## src/rtl/exec_ctrl_pkg.sv

```systemverilog
// exec_ctrl_pkg
//   Shared definitions for the run/step/pause sequencer:
//     - state_t    : FSM state encodings, also exported on exec_ctrl.state
//     - STAT_*     : Y86-64 status codes seen on stat_in / latched on stat_out
//     - fault_code : maps a non-AOK status to the code latched on entry to STOP
package exec_ctrl_pkg;

    typedef enum logic [2:0] {
        ST_IDLE  = 3'd0,
        ST_RUN   = 3'd1,
        ST_STEP  = 3'd2,
        ST_PAUSE = 3'd3,
        ST_STOP  = 3'd4
    } state_t;

    localparam logic [2:0] STAT_AOK = 3'd1;
    localparam logic [2:0] STAT_HLT = 3'd2;
    localparam logic [2:0] STAT_ADR = 3'd3;
    localparam logic [2:0] STAT_INS = 3'd4;
    localparam logic [2:0] STAT_TMO = 3'd5;

    // Real fault codes pass through; anything undefined (0, 5-7) is
    // reported as an invalid instruction.
    function automatic logic [2:0] fault_code(input logic [2:0] s);
        case (s)
            STAT_HLT, STAT_ADR, STAT_INS: fault_code = s;
            default:                      fault_code = STAT_INS;
        endcase
    endfunction

endpackage

```

## src/rtl/exec_ctrl_sat_cnt.sv

```systemverilog
// exec_sat_cnt
//   Saturating up-counter: increments on inc, sticks at all-ones.
//   Ports:
//     clk   in  1  clock
//     rst_n in  1  synchronous active-low clear
//     inc   in  1  increment request
//     q     out W  count value
module exec_sat_cnt #(
    parameter int W = 32
) (
    input  logic         clk,
    input  logic         rst_n,
    input  logic         inc,
    output logic [W-1:0] q
);

    logic [W-1:0] q_reg;

    always_ff @(posedge clk) begin
        if (!rst_n) begin
            q_reg <= '0;
        end else if (inc && (q_reg != {W{1'b1}})) begin
            q_reg <= q_reg + 1'b1;
        end
    end

    assign q = q_reg;

endmodule

```

## src/rtl/exec_ctrl.sv

```systemverilog
// exec_ctrl
//   Run/step/pause sequencer for the single-cycle Y86-64 core. cpu_en gates
//   every architectural write; the FSM stops the core on any non-AOK status
//   and keeps retired-instruction and active-cycle counters.
//   Optional feature: define EXEC_WDOG_EN to add an enabled-cycle watchdog
//   that stops a run after WDOG_CYCLES enabled cycles with status TMO (5).
//   Ports:
//     clk, rst_n                    clock, synchronous active-low reset
//     run_req, step_req, halt_req   execution requests
//     stat_in  [2:0]                status of the instruction executing now
//     cpu_en                        core write enable (RUN or STEP)
//     state    [2:0]                current FSM state (state_t encoding)
//     stat_out [2:0]                latched final status, 1 until stopped
//     done                          pulse in the first STOP cycle
//     retired  [CNT_W-1:0]          AOK enabled cycles, saturating
//     cycles   [CNT_W-1:0]          cycles in RUN/STEP/PAUSE, saturating
module exec_ctrl
    import exec_ctrl_pkg::*;
#(
    parameter int CNT_W       = 32,
    parameter int WDOG_CYCLES = 1024
) (
    input  logic             clk,
    input  logic             rst_n,
    input  logic             run_req,
    input  logic             step_req,
    input  logic             halt_req,
    input  logic [2:0]       stat_in,
    output logic             cpu_en,
    output logic [2:0]       state,
    output logic [2:0]       stat_out,
    output logic             done,
    output logic [CNT_W-1:0] retired,
    output logic [CNT_W-1:0] cycles
);

    state_t     state_reg, state_next;
    logic [2:0] stat_reg, stat_next;
    logic       done_reg;
    logic       fault;
    logic       timeout;

    assign cpu_en = (state_reg == ST_RUN) || (state_reg == ST_STEP);
    assign fault  = (stat_in != STAT_AOK);

`ifdef EXEC_WDOG_EN
    localparam int              WDOG_W    = $clog2(WDOG_CYCLES + 1);
    localparam logic [WDOG_W-1:0] WDOG_LAST = WDOG_W'(WDOG_CYCLES - 1);

    logic [WDOG_W-1:0] wdog_q;
    logic              wdog_clr;
    logic              wdog_rst_n;

    // Launch from IDLE/PAUSE restarts the budget. Derived from the request
    // inputs rather than state_next so there is no loop through timeout.
    assign wdog_clr   = ((state_reg == ST_IDLE) || (state_reg == ST_PAUSE)) &&
                        (run_req || step_req);
    assign wdog_rst_n = rst_n && !wdog_clr;

    exec_sat_cnt #(.W(WDOG_W)) u_wdog (
        .clk   (clk),
        .rst_n (wdog_rst_n),
        .inc   (cpu_en),
        .q     (wdog_q)
    );

    // wdog_q counts enabled cycles already completed, so the cycle ending
    // at this edge is the WDOG_CYCLES-th when wdog_q == WDOG_CYCLES-1.
    assign timeout = cpu_en && (wdog_q >= WDOG_LAST);
`else
    logic unused_wdog;
    assign unused_wdog = (WDOG_CYCLES == 0);
    assign timeout     = 1'b0;
`endif

    always_comb begin
        state_next = state_reg;
        stat_next  = stat_reg;
        case (state_reg)
            ST_IDLE, ST_PAUSE: begin
                if (run_req)       state_next = ST_RUN;
                else if (step_req) state_next = ST_STEP;
            end
            ST_RUN, ST_STEP: begin
                // A real fault wins over both the watchdog and halt_req.
                if (fault) begin
                    state_next = ST_STOP;
                    stat_next  = fault_code(stat_in);
                end else if (timeout) begin
                    state_next = ST_STOP;
                    stat_next  = STAT_TMO;
                end else if ((state_reg == ST_STEP) || halt_req) begin
                    state_next = ST_PAUSE;
                end
            end
            ST_STOP: state_next = ST_STOP;
            default: state_next = ST_IDLE;
        endcase
    end

    always_ff @(posedge clk) begin
        if (!rst_n) begin
            state_reg <= ST_IDLE;
            stat_reg  <= STAT_AOK;
            done_reg  <= 1'b0;
        end else begin
            state_reg <= state_next;
            stat_reg  <= stat_next;
            done_reg  <= (state_next == ST_STOP) && (state_reg != ST_STOP);
        end
    end

    // Counter 0: retired instructions; counter 1: active cycles.
    // Both stop naturally in STOP since neither increment is asserted there.
    logic [1:0]       cnt_inc;
    logic [CNT_W-1:0] cnt_q [2];

    assign cnt_inc[0] = cpu_en && (stat_in == STAT_AOK);
    assign cnt_inc[1] = cpu_en || (state_reg == ST_PAUSE);

    genvar gi;
    generate
        for (gi = 0; gi < 2; gi++) begin : g_cnt
            exec_sat_cnt #(.W(CNT_W)) u_cnt (
                .clk   (clk),
                .rst_n (rst_n),
                .inc   (cnt_inc[gi]),
                .q     (cnt_q[gi])
            );
        end
    endgenerate

    assign state    = state_reg;
    assign stat_out = stat_reg;
    assign done     = done_reg;
    assign retired  = cnt_q[0];
    assign cycles   = cnt_q[1];

endmodule

```

## config.mk

```make
export PLATFORM = sky130hd
export DESIGN_NAME = exec_ctrl
export DESIGN_NICKNAME = d
export VERILOG_FILES = /design/src/rtl/exec_ctrl_pkg.sv /design/src/rtl/exec_ctrl_sat_cnt.sv /design/src/rtl/exec_ctrl.sv
export SDC_FILE = /design/constraint.sdc
export NUM_CORES = 1
export LEC_CHECK = 0
export BUFFER_PORTS_ARGS = -buffer_cell sky130_fd_sc_hd__buf_2
export CAP_MARGIN = 10
export CORE_MARGIN = 2
export CORE_UTILIZATION = 40
export CTS_BUF_LIST = sky130_fd_sc_hd__clkbuf_4 sky130_fd_sc_hd__clkbuf_8
export DETAILED_ROUTE_END_ITERATION = 10
export GPL_ROUTABILITY_DRIVEN = 0
export SLEW_MARGIN = 20
export SYNTH_ARGS = -nofsm -noshare
export SYNTH_HDL_FRONTEND = slang
export SYNTH_SLANG_ARGS = --single-unit
```

## constraint.sdc

```tcl
create_clock -name clk -period 5.55 [get_ports clk]
set_input_delay 0.8325 -clock clk [delete_from_list [all_inputs] [get_ports clk]]
set_output_delay 0.8325 -clock clk [all_outputs]
set_load 0.02 [all_outputs]
```

## Yosys cells after proc, flatten, opt, wreduce, memory -nomap -nowiden

Cells that the tools add are included.

| storage, ports and cells | value |
|---|---|
| RAM bits | 0 |
| bits in read-only memories | 0 |
| logic and storage cells | 38 |
| input bits | 8 |
| memories kept | 0 |
| register bits | 71 |
| bits in latches | 0 |
| output and inout bits | 72 |

| cells by class | value |
|---|---|
| bitwise logic cells | 0 |
| shift operators | 0 |
| $lt $le $gt $ge | 0 |
| reduce and logical (&&, ||, !) cells | 12 |
| mux-type cells | 6 |
| equality and inequality tests | 13 |
| multipliers | 0 |
| add/subtract/negate cells | 2 |
| divide/modulo/power cells | 0 |

Operators with widths:

| cell | count |
|---|---|
| $add 32x1->32 const B | 2 |
| $ne 32x32->1 const B | 2 |
| $mux 3 | 5 |
| $eq 3x2->1 const B | 4 |
| $eq 3x3->1 const B | 3 |
| $pmux 3 s3 | 1 |
| $eq 3x1->1 const B | 2 |
| $logic_and 1x1->1 | 4 |
| $reduce_or 2->1 | 2 |
| $logic_not 3->1 | 1 |
| $logic_or 1x1->1 | 3 |
| $ne 3x1->1 const B | 1 |
| $ne 3x3->1 const B | 1 |
| $reduce_or 3->1 | 1 |
| $reduce_and 2->1 | 1 |

## Logic depth before layout (Yosys ltp)

| depth | value |
|---|---|
| depth in word-level cells | 7 |
| mapped depth | 8 |
| mapped depth without buffers | 6 |

## By module

A second synthesis with hierarchy kept.

| second synthesis, totals | value |
|---|---|
| cell total of the unflattened synthesis | 434 |
| area, all modules | 3724.8 um^2 |

By module, submodules not included:

| module | cells an instance | sequential area each (um^2) | times used | area an instance (um^2) |
|---|---|---|---|---|
| exec_sat_cnt | 200 | 640.6 | 2 | 1704.1 |
| exec_ctrl | 34 | 140.1 | 1 | 316.6 |

## Least setup slack after synthesis

Ideal clock, no wire load.

| path | value |
|---|---|
| kind | input to register |
| start | input port stat_in[1] |
| end | register g_cnt[0].u_cnt.q_reg[16] |
| data required time | 5.480 ns |
| slack | 2.978 ns |
| stages | 6 |
| arrival | 2.502 ns |
| buffers on the path | 1 |
| setup time | 0.070 ns |
| cell sequence | or3b_4 > or3_4 > a31o_2 > buf_6 > or4_1 > a21oi_1 |

| between the ends | value |
|---|---|
| longest elaborated chain between the ends | 3 |

Ends and longest elaborated chain:

| item | RTL line | RTL |
|---|---|---|
| start: declaration | exec_ctrl.sv:28 | `input logic [2:0] stat_in,` |
| $eq 3x1->1 | exec_ctrl.sv:118 | `assign cnt_inc[0] = cpu_en && (stat_in == STAT_AOK);` |
| $logic_and 1x1->1 | exec_ctrl.sv:118 |  |
| $logic_and 1x1->1 | exec_ctrl_sat_cnt.sv:22 | `end else if (inc && (q_reg != {W{1'b1}})) begin` |
| end signal: assignment | exec_ctrl_sat_cnt.sv:23 | `q_reg <= q_reg + 1'b1;` |
| end: declaration | exec_ctrl_sat_cnt.sv:17 | `logic [W-1:0] q_reg;` |

No other way between the ends.
A chain may end at the register's enable or synchronous reset.

## Worst setup path in the final report

| path | value |
|---|---|
| start | input port stat_in[1] |
| end | register g_cnt[0].u_cnt.q_reg[25] |

The elaborated chain is that of the path after synthesis.

==> summary.txt <==
Status
  – Status: finished, final reports clean

Global route
  – First-pass GRT wire length: 15100 um
  – Global route overflow: 0
  – Antenna violations before repair: 0
  – Largest net degree at the start of global routing: 50
  – All-Layer GR Usage: 0.185
  – Vias in the first global route: 3151

Synthesis
  – Syn Area/Cell: 8.18 um^2
  – Adder-Cell Fraction of Synth Area: 0.00693
  – Post-synth EDFFs: 0
  – Post-synthesis mux area share: 0.0305
  – FFs w/ async S/R, synth: 0
  – Flops & latches, synth: 71
  – Mapped Area: 0.00361 mm^2
  – Largest family of logic cells by synthesized area: simple AND/OR/NAND/NOR gates
  – XOR/XNOR Fraction of Synth Area: 0.0267
  – Post-synthesis cell count: 441
  – Ys flop type: dfxtp_1
  – Simple-gate share of the synthesized area: 0.318
  – Sequential area share after synthesis: 0.394
  – Synth Area in Compound Gates: 0.181
  – Post-Syn Nets: 451
  – Count of different cell masters after synthesis: 43
  – YS warnings: 0

Critical path
  – R2R cell count: 5
  – Required time worst endpoint: 5.81 ns
  – CP startpoint: stat_in[1]
  – Reg2Reg Setup Slack: 3.01 ns
  – Setup crit end kind: flop
  – Crit-path max FO: 38
  – Startpoint Class: input port
  – Setup Crit Path Kind: input port to flop
  – RR Startpoint: g_cnt[0].u_cnt.q[2]
  – CP Capture Point: g_cnt[0].u_cnt.q[25]
  – R2r endpoint: g_cnt[0].u_cnt.q[24]
  – Worst EP arrival: 2.87 ns

Detailed routing
  – Initial drt markers: 178
  – Routed Antenna Nets: 0
  – TritonRoute pass-1 iters: 4
  – Drt total wl: 9200 um
  – WL per Instance: 14.8 um
  – Routed via count: 3572
  – DR vias/cell: 5.75
  – Residual DRC: 0

Die
  – Initial Util: 0.414
  – Die area: 0.00980 mm^2
  – I/O pins: 80
  – Chip width: 99.0 um
  – Core area: 0.00872 mm^2
  – Rows: 34
  – Die Y: 99.0 um

CTS
  – Clock Sinks: 71
  – Post-CTS Setup Inserts: 0
  – CTS clock-pin slew for the worst setup and hold paths: 0.08 ns
  – Skew-Pair Late Insertion Delay: 0.34 ns
  – Root Driver: clkbuf_8
  – Cts hold-fix bufs: 0
  – CTS Buffer Depth: 2
  – H-tree levels: 3
  – CTS-repair resized insts: 0
  – CTS tree: built
  – Num CTS Buffers: 9

STA
  – Final setup TNS: 0 ns
  – Fin crit period: 2.60 ns
  – Fmax: 0.384 GHz
  – Finish-stage setup viols: 0
  – Worst Tran Pin Value: 0.700 ns
  – Clock Skew: 0.00824 ns
  – Fin worst setup slack: 2.95 ns
  – Slew margin rel.: 0.533
  – RSZ-0062 raised after global routing: no
  – Final worst path period share: 0.469
  – Final hold vios: 0
  – Max Slew Vio Count: 0

Worst hold path
  – Hold WC Path Type: flop to flop

Placement
  – Port Buffers: 79
  – DP Worst Slack: 2.60 ns
  – Post-DP HPWL: 6190 um

Finish
  – Area Overhead vs Synth: 18.3%
  – ANT cells: 0
  – Final net count: 518
  – Most frequent cells in the layout: 79 x buf_2, 71 x dfxtp_1, 46 x nand2_1, 39 x a21oi_1, 23 x nor2_1
  – Max reg flops: 64
  – Commonest non-fill, non-tap cell in the layout: buf_2
  – Layout cells sized above 1: 0.207

Job
  – Max_cap viols: 0

Power and ir drop
  – Worst vdd ir: 0.000115 V
  – PD cells: 242 mW/mm^2
  – Pleak: 0.00157 uW
==> cell usage after synthesis, types with 5 or more instances <==
cell       n  area share
nand4_1   22       0.038
clkbuf_1  18       0.019
and4_1     9       0.022
inv_1     11       0.011
nor4_1    15       0.026
xor2_1     6       0.015
o21a_1     6       0.012
nor2_1    23       0.024
nand2_1   46       0.048
buf_2      7      0.0097
nand3_1   21       0.029
o31ai_1   19       0.040
nand2b_1  13       0.023
or4_1     19       0.040
mux2i_1   11       0.031
dfxtp_1   71        0.39
or3_1     16       0.028
o21ai_0   22       0.031
a21oi_1   39       0.054
xnor2_1    5       0.012
and3_1     5      0.0087
==> routing by layer <==
layer | track usage | vias up | part of all wire
met5 | 0 | - | 0
met3 | 0.0319 | 9 | 0.037
met4 | 0.0643 | 0 | 0.011
li1 | - | 1783 | -
met1 | 0.252 | 1703 | 0.49
met2 | 0.295 | 77 | 0.46
==> through the flow <==
step                area (um^2)  total power, uW  std cells   util  hold WS [ns]
floorplan                  3610              585        441      -         0.545
global placement           4040              603        604  0.463         0.458
detailed placement         4040              604        604  0.463         0.470
CTS                        4250             1040        620  0.488         0.480
global route               4270             1080        621  0.489         0.513
finish                     4270             1030        621  0.489         0.474
==> critical path: stages <==
cell     delay (ns)
buf_2          0.11
or3b_4         0.41
or3_4          0.36
a31o_2         0.44
or4_1          0.54
a21oi_1        0.16
==> worst min-delay path by stage <==
stage | start | end | slack (ns) | depth (start not counted)
global placement | stat_out[1] | stat_out[1] | 0.46 | 2
global route | g_cnt[1].u_cnt.q[23] | g_cnt[1].u_cnt.q[23] | 0.51 | 2
finish | stat_out[1] | stat_out[1] | 0.47 | 2
floorplan | g_cnt[1].u_cnt.q[23] | g_cnt[1].u_cnt.q[23] | 0.55 | 2
CTS | stat_out[1] | stat_out[1] | 0.48 | 2
detailed placement | stat_out[1] | stat_out[1] | 0.47 | 2
==> cell type report <==
type / instances / area [um^2]
clock inverters: 3 / 40.0
flip-flops and latches: 71 / 1420
well taps: 108 / 135
inverters: 11 / 41.3
clock buffers: 13 / 173
fillers: 876 / 4450
multi-input cells: 333 / 2030
repair buffers: 82 / 425
==> power breakdown <==
part	switching [uW]	internal, uW
Clock	191	248
Sequential	8.84	516
Combinational	45.1	21.7
Total	245	786
==> cell families (layout without fill, tap and decap cells) <==
| logic type | after synthesis | in the layout |
|---|---|---|
| xor+xnor | 11 | 11 |
| compound gates | 104 | 104 |
| fa+ha+maj | 2 | 2 |
| flops | 71 | 71 |
| simple gates | 205 | 205 |
| mux | 11 | 11 |
| buf+inv | 37 | 109 |
Note: power is estimated with default switching activity, not from simulation.
